## config.mk

```make
export PLATFORM = sky130hd
export DESIGN_NAME = simul_axi_master_wdata_gen
export DESIGN_NICKNAME = d
export VERILOG_FILES = /design/src/rtl/simul_axi_master_wdata_gen_pkg.sv /design/src/rtl/simul_fifo_sync.sv /design/src/rtl/simul_axi_master_wdata_gen.sv
export SDC_FILE = /design/constraint.sdc
export NUM_CORES = 1
export LEC_CHECK = 0
export BUFFER_PORTS_ARGS = -buffer_cell sky130_fd_sc_hd__buf_4
export CAP_MARGIN = 20
export CORE_AREA = 2 2 197 199
export CTS_CLUSTER_DIAMETER = 150
export DETAILED_ROUTE_END_ITERATION = 10
export DIE_AREA = 0 0 199 201
export SLEW_MARGIN = 20
export SYNTH_ARGS = -nofsm -noshare
export SYNTH_HDL_FRONTEND = slang
export SYNTH_SLANG_ARGS = --single-unit
```

## constraint.sdc

```tcl
create_clock -name clk -period 12 [get_ports clk]
set_clock_uncertainty 0.2 [all_clocks]
set_input_delay 3.6 -clock clk [delete_from_list [all_inputs] [get_ports clk]]
set_output_delay 3.6 -clock clk [all_outputs]
set_load 0.01 [all_outputs]
```

## src/rtl/simul_axi_master_wdata_gen_pkg.sv

```systemverilog
// Shared definitions for the AXI write-data master model: output state
// encoding and the packed payload width helper.
package simul_axi_master_wdata_gen_pkg;

  typedef enum logic [1:0] {
    IDLE  = 2'd0,
    VALID = 2'd1,
    GAP   = 2'd2
  } wstate_e;

  // Packed payload is {id, data, strb, last}.
  function automatic int payload_width(input int id_w, input int data_w, input int strb_w);
    return id_w + data_w + strb_w + 1;
  endfunction

endpackage

```

## src/rtl/simul_fifo_sync.sv

```systemverilog
// Synchronous FIFO with occupancy count. Pop on empty is ignored; push on
// full is ignored unless a pop frees a slot in the same cycle.
module simul_fifo_sync #(
  parameter  int WIDTH = 8,
  parameter  int DEPTH = 8,
  localparam int AW    = $clog2(DEPTH),
  localparam int CW    = AW + 1
) (
  input  logic             clk,
  input  logic             reset_n,
  input  logic             push,
  input  logic [WIDTH-1:0] din,
  input  logic             pop,
  output logic [WIDTH-1:0] dout,
  output logic [CW-1:0]    count
);

  logic [DEPTH-1:0][WIDTH-1:0] mem;
  logic [AW-1:0]               wr_ptr, rd_ptr;
  logic                        do_push, do_pop;

  assign do_pop  = pop && (count != '0);
  assign do_push = push && ((count != CW'(DEPTH)) || do_pop);
  assign dout    = mem[rd_ptr];

  // Pointer and occupancy bookkeeping.
  always_ff @(posedge clk or negedge reset_n) begin
    if (!reset_n) begin
      wr_ptr <= '0;
      rd_ptr <= '0;
      count  <= '0;
    end else begin
      if (do_push) wr_ptr <= wr_ptr + AW'(1);
      if (do_pop)  rd_ptr <= rd_ptr + AW'(1);
      count <= count + CW'(do_push) - CW'(do_pop);
    end
  end

  // Storage; contents need no reset since count gates their use.
  always_ff @(posedge clk) begin
    if (do_push) mem[wr_ptr] <= din;
  end

endmodule

```

## src/rtl/simul_axi_master_wdata_gen.sv

```systemverilog
// AXI W-channel master model: commands pass a LATENCY-deep delay pipe into
// a FIFO and are issued with a programmable idle gap after every beat.
// Optional macro SIMUL_AXI_WDATA_CHECK_EN adds a per-burst wid consistency
// check driving id_err; without it id_err is tied low.
module simul_axi_master_wdata_gen
  import simul_axi_master_wdata_gen_pkg::*;
#(
  parameter  int ID_WIDTH   = 12,
  parameter  int DATA_WIDTH = 32,
  parameter  int WSTB_WIDTH = DATA_WIDTH / 8,
  parameter  int LATENCY    = 0,
  parameter  int DEPTH      = 8,
  localparam int LW         = $clog2(DEPTH) + 1
) (
  input  logic                  clk,
  input  logic                  reset_n,
  input  logic [ID_WIDTH-1:0]   wid_in,
  input  logic [DATA_WIDTH-1:0] wdata_in,
  input  logic [WSTB_WIDTH-1:0] wstrb_in,
  input  logic                  wlast_in,
  input  logic                  set_cmd,
  output logic                  ready,
  input  logic [3:0]            gap,
  output logic [ID_WIDTH-1:0]   wid,
  output logic [DATA_WIDTH-1:0] wdata,
  output logic [WSTB_WIDTH-1:0] wstrb,
  output logic                  wlast,
  output logic                  wvalid,
  input  logic                  wready,
  output logic [LW-1:0]         level,
  output logic [15:0]           bursts,
  output logic                  overflow,
  output logic                  id_err
);

  localparam int PW = payload_width(ID_WIDTH, DATA_WIDTH, WSTB_WIDTH);

  wstate_e       state_q, state_d;
  logic [3:0]    gcnt_q, gcnt_d;
  logic [LW-1:0] level_q, fifo_cnt;
  logic          accept, pop, fifo_push;
  logic [PW-1:0] cmd_in, fifo_din, fifo_dout, out_pl;
  logic [15:0]   bursts_q;
  logic          overflow_q;

  assign cmd_in = {wid_in, wdata_in, wstrb_in, wlast_in};
  // level covers pipe + FIFO, so the FIFO itself can never overfill.
  assign ready  = level_q < LW'(DEPTH);
  assign accept = set_cmd && ready;

  generate
    if (LATENCY == 0) begin : g_direct
      assign fifo_push = accept;
      assign fifo_din  = cmd_in;
    end else begin : g_delay
      for (genvar g = 0; g < LATENCY; g++) begin : g_stage
        logic          v, v_prev;
        logic [PW-1:0] d, d_prev;
        if (g == 0) begin : g_src
          assign v_prev = accept;
          assign d_prev = cmd_in;
        end else begin : g_chain
          assign v_prev = g_stage[g-1].v;
          assign d_prev = g_stage[g-1].d;
        end
        // One delay stage; valid flag travels alongside the payload.
        always_ff @(posedge clk or negedge reset_n) begin
          if (!reset_n) begin
            v <= 1'b0;
            d <= '0;
          end else begin
            v <= v_prev;
            d <= d_prev;
          end
        end
      end
      assign fifo_push = g_stage[LATENCY-1].v;
      assign fifo_din  = g_stage[LATENCY-1].d;
    end
  endgenerate

  simul_fifo_sync #(
    .WIDTH (PW),
    .DEPTH (DEPTH)
  ) u_fifo (
    .clk     (clk),
    .reset_n (reset_n),
    .push    (fifo_push),
    .din     (fifo_din),
    .pop     (pop),
    .dout    (fifo_dout),
    .count   (fifo_cnt)
  );

  // Output sequencer: issue head, then optionally idle for gap cycles.
  always_comb begin
    state_d = state_q;
    gcnt_d  = gcnt_q;
    pop     = 1'b0;
    case (state_q)
      IDLE: begin
        if (fifo_cnt != '0) state_d = VALID;
      end
      VALID: begin
        if (wready) begin
          pop = 1'b1;
          if (gap == 4'd0) begin
            state_d = (fifo_cnt > LW'(1)) ? VALID : IDLE;
          end else begin
            state_d = GAP;
            gcnt_d  = gap;
          end
        end
      end
      GAP: begin
        gcnt_d = gcnt_q - 4'd1;
        if (gcnt_q <= 4'd1) state_d = (fifo_cnt != '0) ? VALID : IDLE;
      end
      default: state_d = IDLE;
    endcase
  end

  // Sequencer state and gap counter.
  always_ff @(posedge clk or negedge reset_n) begin
    if (!reset_n) begin
      state_q <= IDLE;
      gcnt_q  <= 4'd0;
    end else begin
      state_q <= state_d;
      gcnt_q  <= gcnt_d;
    end
  end

  // Pipe + FIFO occupancy, burst counter and sticky overflow.
  always_ff @(posedge clk or negedge reset_n) begin
    if (!reset_n) begin
      level_q    <= '0;
      bursts_q   <= 16'd0;
      overflow_q <= 1'b0;
    end else begin
      if (accept && !pop)      level_q <= level_q + LW'(1);
      else if (!accept && pop) level_q <= level_q - LW'(1);
      if (pop && wlast)        bursts_q <= bursts_q + 16'd1;
      if (set_cmd && !ready)   overflow_q <= 1'b1;
    end
  end

  assign wvalid   = (state_q == VALID);
  assign out_pl   = wvalid ? fifo_dout : '0;
  assign {wid, wdata, wstrb, wlast} = out_pl;
  assign level    = level_q;
  assign bursts   = bursts_q;
  assign overflow = overflow_q;

`ifdef SIMUL_AXI_WDATA_CHECK_EN
  logic                first_q;
  logic [ID_WIDTH-1:0] burst_id_q;
  logic                id_err_q;

  // Latch the first beat's wid of each burst and flag later mismatches.
  always_ff @(posedge clk or negedge reset_n) begin
    if (!reset_n) begin
      first_q    <= 1'b1;
      burst_id_q <= '0;
      id_err_q   <= 1'b0;
    end else if (pop) begin
      if (first_q) begin
        burst_id_q <= wid;
      end else if (wid != burst_id_q) begin
        id_err_q <= 1'b1;
        $display("simul_axi_master_wdata_gen: wid %h differs from burst wid %h", wid, burst_id_q);
      end
      first_q <= wlast;
    end
  end

  assign id_err = id_err_q;
`else
  assign id_err = 1'b0;
`endif

endmodule

```

# --- Word level (Yosys, flattened, before mapping) ---
# Cells that the tools add are included.
op_classes:
  muxes: 20
  n_eq_ne: 7
  n_reduce_logical: 19
  addsub: 8
  n_lt_le_gt_ge: 6
op_table:
  columns: ["operator", "n"]
  rows:
  - ["392-bit bitwise mux", 1]
  - ["49-bit binary-select mux with 3-bit select", 1]
  - ["49-bit demux with 3-bit select", 1]
  - ["49-bit two-way mux", 3]
  - ["16-bit by 1-bit adder with 16-bit output (second input constant)", 1]
  - ["4-bit two-way mux", 4]
  - ["1-bit logical AND", 8]
  - ["3-bit by 4-bit less-than comparator with 1-bit output (second input constant)", 2]
  - ["2-bit two-way mux", 4]
  - ["4-bit one-hot mux with 2 select lines", 1]
  - ["4-bit by 1-bit subtractor with 4-bit output (second input constant)", 2]
  - ["3-bit by 1-bit adder with 3-bit output (second input constant)", 2]
  - ["2-bit inequality test (second input constant)", 3]
  - ["2-bit one-hot mux with 3 select lines", 1]
  - ["3-bit AND reduction", 2]
  - ["4-bit by 1-bit adder with 4-bit output", 1]
  - ["4-bit by 1-bit adder with 4-bit output (second input constant)", 1]
  - ["4-bit by 1-bit greater-than comparator with 1-bit output (second input constant)", 1]
  - ["4-bit by 1-bit less-or-equal comparator with 1-bit output (second input constant)", 1]
  - ["4-bit logical NOT", 1]
  - ["4-bit less-than comparator (second input constant)", 1]
  - ["1-bit two-way mux", 4]
  - ["4-bit inequality test (second input constant)", 1]
  - ["2-bit nonzero test", 2]
  - ["9 further kinds", 11]
word_totals:
  wordCells: 76
  out_inout_bits: 73
  ff_bits: 429

# --- Depth between registers and ports, before layout ---
# Gate-level depths: netlist of the first run.
depth:
  depth_word: 7
  ltp_mapped: 9
  mapped_depth_nobuf: 9

# --- Cells and area by module ---
# Synthesis of the first run repeated with hierarchy kept, for this count alone.
hier_totals:
  cells_unflattened: 812
  area_unflattened_um2: 17028.8
by_module_without_submodules:
  columns: ["mod", "area_per_inst_um2", "cells_per_inst", "instances"]
  rows:
  - ["simul_fifo_sync", 15289.7, 626, 1]
  - ["simul_axi_master_wdata_gen", 1739.2, 186, 1]

# --- Worst setup path before layout of the first run ---
# Ideal clock, no wire load.
synth_timing:
  kind: "in2reg"
  from: "input wready"
  to: "register u_fifo.mem[0] (netlist bit) (enable)"
  arrival_time_ns: 9.034
  path_stages: 5
  path_slack_ns: 2.189
  required_time_ns: 11.223
  setup_time_ns: 0.577
  n_path_buf: 0
  cell_sequence: "and3b_1 -> inv_1 -> o211ai_1 -> nand2_1 -> nor4_1"
synth_via:
  elab_chain_cells: 5
synth_lines:
  columns: ["item", "line", "rtl"]
  rows:
  - ["start: declaration", "simul_axi_master_wdata_gen.sv:29", "input logic wready,"]
  - ["1-bit two-way mux", "simul_axi_master_wdata_gen.sv:105", "if (wready) begin"]
  - ["1-bit two-way mux", "simul_axi_master_wdata_gen.sv:100", "case (state_q)"]
  - ["1-bit logical AND", "simul_fifo_sync.sv:22", "assign do_pop = pop && (count != '0);"]
  - ["1-bit logical OR", "simul_fifo_sync.sv:23", "assign do_push = push && ((count != CW'(DEPTH)) || do_pop);"]
  - ["1-bit logical AND", "simul_fifo_sync.sv:23", null]
  - ["end signal: indexed assignment", "simul_fifo_sync.sv:41", "if (do_push) mem[wr_ptr] <= din;"]
  - ["end: declaration", "simul_fifo_sync.sv:18", "logic [DEPTH-1:0][WIDTH-1:0] mem;"]
# No other way between the ends.
# A chain may end at the register's enable or synchronous reset.

# --- Worst setup path in the final report of the first run ---
layout_timing:
  from: "register u_fifo.rd_ptr[0]"
  to: "output wlast"
layout_via:
  elab_chain_cells: 3
layout_lines:
  columns: ["item", "line", "rtl"]
  rows:
  - ["start: declaration", "simul_fifo_sync.sv:19", "logic [AW-1:0] wr_ptr, rd_ptr;"]
  - ["start signal: assignment", "simul_fifo_sync.sv:34", "if (do_pop) rd_ptr <= rd_ptr + AW'(1);"]
  - ["49-bit binary-select mux with 3-bit select", "simul_fifo_sync.sv:24", "assign dout = mem[rd_ptr];"]
  - ["49-bit two-way mux (implied by the code)", "simul_fifo_sync.sv:24", null]
  - ["49-bit two-way mux", "simul_axi_master_wdata_gen.sv:149", "assign out_pl = wvalid ? fifo_dout : '0;"]
  - ["end: declaration", "simul_axi_master_wdata_gen.sv:27", "output logic wlast,"]
# No other way between the ends. The select of a mux whose other input is x is not followed.

==> flow_metrics.env, run 1 <==
export IMPL_antenna_found_initial=1
export IMPL_layout_min_cycle_time_ps=7138
export IMPL_critPathLaunch="u_fifo.rd_ptr[0]"
export IMPL_yosys_warnings=0
export IMPL_htree_levels=2
export IMPL_final_cell_area_um2=19980
export IMPL_synth_seq_area_share=0.7518
export IMPL_synth_ff_type="edfxtp_1"
export IMPL_power_density_nw_per_um2=237.2
export IMPL_synth_cell_types=40
export IMPL_initialDrtViolationCount=471
export IMPL_worstHoldStart="overflow"
export IMPL_syn_avg_cell_area_um2=20.42
export IMPL_grt_pass1_vias=8494
export IMPL_die_area_um2=40000
export IMPL_gp_congestion=0.7181
export IMPL_max_stage_delay_ps=820
export IMPL_place_area_um2=18490
export IMPL_coreArea_um2=38110
export IMPL_first_pass_iters=5
export IMPL_crit_fanout=41
export IMPL_min_path_type="reg2reg"
export IMPL_rows=72
export IMPL_slew_viol_final=0
export IMPL_cts_hold_buf=0
export IMPL_slew_headroom=0.3022
export IMPL_postLayoutCoreUtil=0.5242
export IMPL_max_freq_ghz=0.1401
export IMPL_syn_to_final_growth_pct=18.28
export IMPL_min_period_over_period=0.5948
export IMPL_worst_path_most_repeated_cell="buf_4"
export IMPL_path_buf_inv=2
export IMPL_grt_use_met2=0.2749
export IMPL_syn_nets=900
export IMPL_tns_ps=0
export IMPL_arrival_ps=3340
export IMPL_grt_start_max_net_pins=75
export IMPL_cp_data_required_time_ps=8200
export IMPL_grt_usage=0.1722
export IMPL_cap_violations=0
export IMPL_slowest_stage="dfrtp_4"
export IMPL_ys_ff_latch=429
export IMPL_path_clk_slew_ps=60
export IMPL_ios=130
export IMPL_netlist_area_um2=16890
export IMPL_syn_inst=827
export IMPL_cts_sinks=429
export IMPL_fin_ws_ps=4862
export IMPL_finalSetupViolCount=0
export IMPL_dp_hpwl_um=17510
export IMPL_critical_path_class="reg2out"
export IMPL_wirelength_um=33690
export IMPL_crit_chain="buf_4 -> mux2i_1 -> a22o_1 -> nor3_1 -> buf_4"
export IMPL_insertion_delay_ps=540
export IMPL_synth_edf_count=392
export IMPL_clockBufferDepth=3
export IMPL_ys_async_sr_fraction=0.08625
export IMPL_cts_resized=0
export IMPL_grt_pass1_wl_um=50940
export IMPL_status="finished, final reports clean"
export IMPL_busiest_layer="met2"
export IMPL_drive_gt1_frac=0.3208
export IMPL_cp_end_kind="output port"
export IMPL_die_w_um=199
export IMPL_ir_drop_mv=0.1287
export IMPL_clockRootBuffer="clkbuf_16"
export IMPL_cts_tree="done"
export IMPL_r2r_setup_slack_ps=8590
export IMPL_die_y_um=201
export IMPL_cts_setup_buffers=0
export IMPL_p_leak_nw=6.959
export IMPL_io_buffer_count=128
export IMPL_rsz0062_at_grt="no"
export IMPL_wire_per_inst_um=22.05
export IMPL_setup_worst_path_start_class="flip-flop"
export IMPL_cts_buffers_inserted=45
export IMPL_nets=1051
export IMPL_total_power_mw=4.739
export IMPL_vias=8002
export IMPL_dp_slack_ps=5347
export IMPL_met3_usage=0.03713
export IMPL_drtAntennaViolNets=0
export IMPL_via_per_inst=5.237
export IMPL_diodes=0
export IMPL_gr_total_overflow=0
export IMPL_r2r_start="u_fifo.rd_ptr[0]"
export IMPL_initial_core_util=0.4432
export IMPL_cpLargestDelayFamily="buffers and inverters"
export IMPL_tightest_slew_ps=1047
export IMPL_finalHoldViolCount=0
export IMPL_drc=0
export IMPL_gr_usage_met1=0.2426
-- report_power, final --
part	internal [mW]	leakage, nW	total [mW]	switching, mW
logic	0.672	2.24	1.38	0.704
registers	1.82	4.00	1.97	0.144
clock network	0.851	0.724	1.40	0.546
-- state kept, by name (all words and copies together), names as in the netlist --
name / flops
overflow: 1
u_fifo.rd_ptr: 3
u_fifo.count: 4
u_fifo.mem: 392
u_fifo.wr_ptr: 3
level: 4
state_q: 2
bursts: 16
gcnt_q: 4
-- path summary, 6_finish.rpt --
kind,endpoint,depth (start not counted)
worst max-delay path,wlast,5
worst min-delay path,overflow,1
worst max register to register,bursts[1],5
worst min register to register,overflow,1
max in group asynchronous,u_fifo.rd_ptr[2],1
min in group asynchronous,bursts[15],1
-- routing by layer --
| metal | vias to the layer above | routed length (um) |
|---|---|---|
| li1 | 3630 | - |
| met4 | 2 | 640 |
| met3 | 51 | 1660 |
| met1 | 4149 | 15070 |
| met5 | - | 15 |
| met2 | 170 | 16310 |
-- kinds of logic (layout without fill, tap and decap cells) --
logic type                 after synthesis  after routing  synth area share
other                                    1              1         0.0002220
DFF                                    429            429            0.7518
adders and majority gates               16             16           0.01274
AOI/OAI and AO/OA                       19             19          0.007482
muxes                                  155            155            0.1634
buffers and inverters                   55            238           0.01452
and+or+nand+nor                        128            128           0.03741
xor gates and xnor gates                24             24           0.01245
-- cell usage after synthesis (4+ instances only) --
cell	count	area (um^2)
nor4_2	5	62.56
clkbuf_1	16	60.06
a21oi_1	5	25.02
buf_1	4	15.01
nor4_1	8	50.05
nand2_1	15	56.30
o21ai_0	4	20.02
nor3_1	11	55.05
mux2_2	5	56.30
nand4_1	5	31.28
inv_1	16	60.06
dfrtp_1	37	925.9
xnor2_1	9	78.83
xor2_1	15	131.4
edfxtp_1	392	11770
buf_2	13	65.06
ha_1	14	175.2
buf_4	6	45.04
nand3_1	8	40.04
nor2_1	58	217.7
mux4_2	96	2162
mux2i_1	53	530.5
nand2b_1	6	37.54
-- stage by stage --
stage | cells | hold WS (ps)
6_report | 1528 | 259.3
5_1_grt | 1528 | 277.7
4_1_cts | 1528 | 263.4
3_5_place_dp | 1449 | 251.2
3_3_place_gp | 1449 | 242.9
2_1_floorplan | 827 | 272.7
-- worst register-to-register path: stages (launching register included) --
cell,delay [ps]
dfrtp_4,820
buf_4,790
mux2i_1,180
a22o_1,480
or3_1,500
mux2_1,320
-- layout by cell type, fill, tap and decap left out, types with 4 or more instances in the layout --
master and instances:
nand3_1 8, buf_4 143, inv_1 16, xnor2_1 9
nand2b_1 5, nand4_1 5, ha_1 14, nor4_2 6
nor4_1 7, mux4_2 96, mux2_2 5, o21ai_0 4
a21oi_1 5, clkinv_1 7, clkbuf_1 10, nor2_1 55
nand2_1 15, clkinv_2 6, bufinv_16 7, xor2_1 15
nor3_1 7, clkbuf_16 46, edfxtp_1 392, dfrtp_1 34
mux2i_1 53, nor3_2 4
-- layout make-up --
class	count	area, um^2
Clock buffer	56	1189
Sequential cell	429	12710
Multi-Input combinational cell	343	3999
Timing Repair Buffer	143	1074
Clock inverter	23	299.0
Fill cell	3028	18130
Inverter	16	60.06
Tap cell	518	648.1
No activity file was read; power rests on OpenSTA's default activity.
==> inputs of run 2 (changes only) <==
--- a/config.mk
+++ b/config.mk
@@ -5,12 +5,13 @@
 export SDC_FILE = /design/constraint.sdc
 export NUM_CORES = 1
 export LEC_CHECK = 0
+export ABC_AREA = 1
 export BUFFER_PORTS_ARGS = -buffer_cell sky130_fd_sc_hd__buf_4
 export CAP_MARGIN = 20
-export CORE_AREA = 2 2 197 199
+export CORE_AREA = 2 2 201 203
 export CTS_CLUSTER_DIAMETER = 150
 export DETAILED_ROUTE_END_ITERATION = 10
-export DIE_AREA = 0 0 199 201
+export DIE_AREA = 0 0 203 205
 export SLEW_MARGIN = 20
 export SYNTH_ARGS = -nofsm -noshare
 export SYNTH_HDL_FRONTEND = slang
==> constraint.sdc (replaced) <==
create_clock -name clk -period 6.7 [get_ports clk]
set_clock_uncertainty 0.2 [all_clocks]
set_input_delay 2.01 -clock clk [delete_from_list [all_inputs] [get_ports clk]]
set_output_delay 2.01 -clock clk [all_outputs]
set_load 0.01 [all_outputs]
==> run 2 against run 1 <==
Net effect: total power is 88% higher; critical path depth is 2 higher; clock-buffer cell count is 3 lower; wire length is 21% higher.
==> flow_metrics.env, run 2 <==
export IMPL_layout_commonest_cell="edfxtp_1"
export IMPL_die_area_um2=41620
export IMPL_crit_chain="clkinv_8 -> nand2_1 -> nand3_1 -> nand3_2 -> nand2_1 -> nor2_4 -> buf_4"
export IMPL_yosys_warnings=0
export IMPL_slowest_stage="dfrtp_4"
export IMPL_diodes=0
export IMPL_initialDrtViolationCount=992
export IMPL_synth_edf_count=392
export IMPL_largest_reg_flops=392
export IMPL_insertion_delay_ps=580
export IMPL_tightest_slew_ps=1100
export IMPL_layout_min_cycle_time_ps=5401
export IMPL_syn_nets=1505
export IMPL_cap_violations=0
export IMPL_ys_async_sr_fraction=0.08625
export IMPL_initial_core_util=0.4473
export IMPL_synth_seq_area_share=0.7211
export IMPL_top_register="u_fifo.mem"
export IMPL_syn_to_final_growth_pct=15.70
export IMPL_min_period_over_period=0.8062
export IMPL_status="finished, final reports clean"
export IMPL_cp_data_required_time_ps=4490
export IMPL_grt_start_max_net_pins=198
export IMPL_clockRootBuffer="clkbuf_16"
export IMPL_path_clk_slew_ps=60
export IMPL_grt_usage=0.1965
export IMPL_final_cells=2104
export IMPL_mostFrequentLayoutCells="edfxtp_1, nor2_1, o21ai_0"
export IMPL_tns_ps=0
export IMPL_min_path_type="reg2reg"
export IMPL_slew_viol_final=0
export IMPL_clockBufferDepth=3
export IMPL_yosys_area_top_type_share=0.6685
export IMPL_antenna_found_initial=1
export IMPL_die_w_um=203
export IMPL_cts_buffers_inserted=46
export IMPL_critical_path_class="reg2out"
export IMPL_r2r_start="state_q[0]"
export IMPL_htree_levels=2
export IMPL_vias=11420
export IMPL_netlist_area_um2=17610
export IMPL_drive_gt1_frac=0.1507
export IMPL_via_per_inst=5.427
export IMPL_power_density_nw_per_um2=438.3
export IMPL_critPathLaunch="u_fifo.rd_ptr[0]"
export IMPL_worst_path_most_repeated_cell="nand2_1"
export IMPL_rsz0062_at_grt="no"
export IMPL_grt_pass1_vias=11230
export IMPL_drtAntennaViolNets=0
export IMPL_gr_total_overflow=0
export IMPL_cts_resized=0
export IMPL_p_leak_nw=7.226
export IMPL_dp_hpwl_um=20960
export IMPL_grt_pass1_wl_um=63090
export IMPL_max_stage_delay_ps=810
export IMPL_synth_ff_type="edfxtp_1"
export IMPL_cts_setup_buffers=0
export IMPL_wire_per_inst_um=19.36
export IMPL_cp_end_kind="output port"
export IMPL_worstHoldStart="overflow"
export IMPL_yosysTopAreaCell="edfxtp_1"
export IMPL_drc=0
export IMPL_rows=73
export IMPL_synth_common_cells="edfxtp_1, nor2_1, o21ai_0"
export IMPL_syn_avg_cell_area_um2=12.30
export IMPL_die_y_um=205
export IMPL_first_pass_iters=7
export IMPL_ys_ff_latch=429
export IMPL_synth_most_common_cell="edfxtp_1"
export IMPL_finalSetupViolCount=0
export IMPL_yosys_top_cells_area="edfxtp_1, nor2_1, dfrtp_1"
export IMPL_wirelength_um=40730
export IMPL_dp_cells=2018
export IMPL_syn_inst=1432
export IMPL_cts_sinks=429
export IMPL_coreArea_um2=39370
export IMPL_max_freq_ghz=0.1851
export IMPL_arrival_ps=3190
export IMPL_synth_cell_types=37
export IMPL_finalHoldViolCount=0
export IMPL_setup_worst_path_start_class="flip-flop"
export IMPL_cts_tree="done"
export IMPL_slew_headroom=0.2656
export IMPL_ios=130
export IMPL_crit_fanout=197
export IMPL_gp_congestion=0.8190
export IMPL_ir_drop_mv=0.4441
export IMPL_nets=1614
export IMPL_io_buffer_count=128
export IMPL_cts_hold_buf=0
## run 2: final timing paths
path | endpoint | slack [ps] | cells after the start
worst max register to register | u_fifo.mem[212] | 2480 | 10
worst min-delay path | overflow | 290 | 1
min in group asynchronous | gcnt_q[1] | 1190 | 1
worst max-delay path | wlast | 1300 | 7
max in group asynchronous | u_fifo.rd_ptr[0] | 4700 | 1
worst min register to register | overflow | 290 | 1
## run 2: cells by family (layout without fill, tap and decap cells)
family / Yosys count / count (layout) / synth area share
other cells: 1 / 1 / 0.0002130
mux: 1 / 1 / 0.0006395
xor+xnor: 9 / 9 / 0.004477
simple gates: 480 / 480 / 0.1099
flops: 429 / 429 / 0.7211
buf+inv: 135 / 282 / 0.04093
fa+ha+maj: 16 / 16 / 0.01222
compound gates: 361 / 361 / 0.1106
## run 2: routing by layer
metal / part of all wire / track usage
met1: 0.44 / 0.2623
met4: 0.022 / 0.06960
met2: 0.48 / 0.3283
met5: 0.00039 / 0
met3: 0.054 / 0.03086
## run 2: report_power, final
group	internal [mW]	switching, mW	total (mW)	leakage [nW]
clock network	1.38	1.05	2.43	0.711
registers	3.27	0.161	3.43	4.01
logic	1.02	2.04	3.07	2.50
total	5.68	3.25	8.93	7.23
## run 2: metrics by stage
stage / util / area, um^2 / total power, mW / setup WS (ps) / hold WS, ps
final: 0.5175 / 20370 / 8.930 / 1299 / 285.3
after global routing: 0.5175 / 20370 / 9.450 / 1002 / 306.7
after CTS: 0.5174 / 20370 / 9.026 / 1312 / 291.2
after detailed placement: 0.4808 / 18930 / 6.586 / 1705 / 273.3
after global placement: 0.4808 / 18930 / 6.521 / 1792 / 263.1
after floorplan: - / 17610 / 5.555 / 299.1 / 277.4
## run 2: cell type report
| class | instances | area (um^2) |
|---|---|---|
| clock buffers | 53 | 1177 |
| clock inverters | 33 | 262.8 |
| fillers | 3430 | 18990 |
| inverters | 49 | 196.4 |
| multi-input cells | 868 | 4248 |
| flip-flops and latches | 429 | 12700 |
| well taps | 525 | 656.9 |
| repair buffers | 147 | 1129 |
## run 2: critical path, delay by kind of cell (launching register included)
kind	cells	cell delay (ps)
simple gates	5	850
flops	1	810
buf+inv	2	920
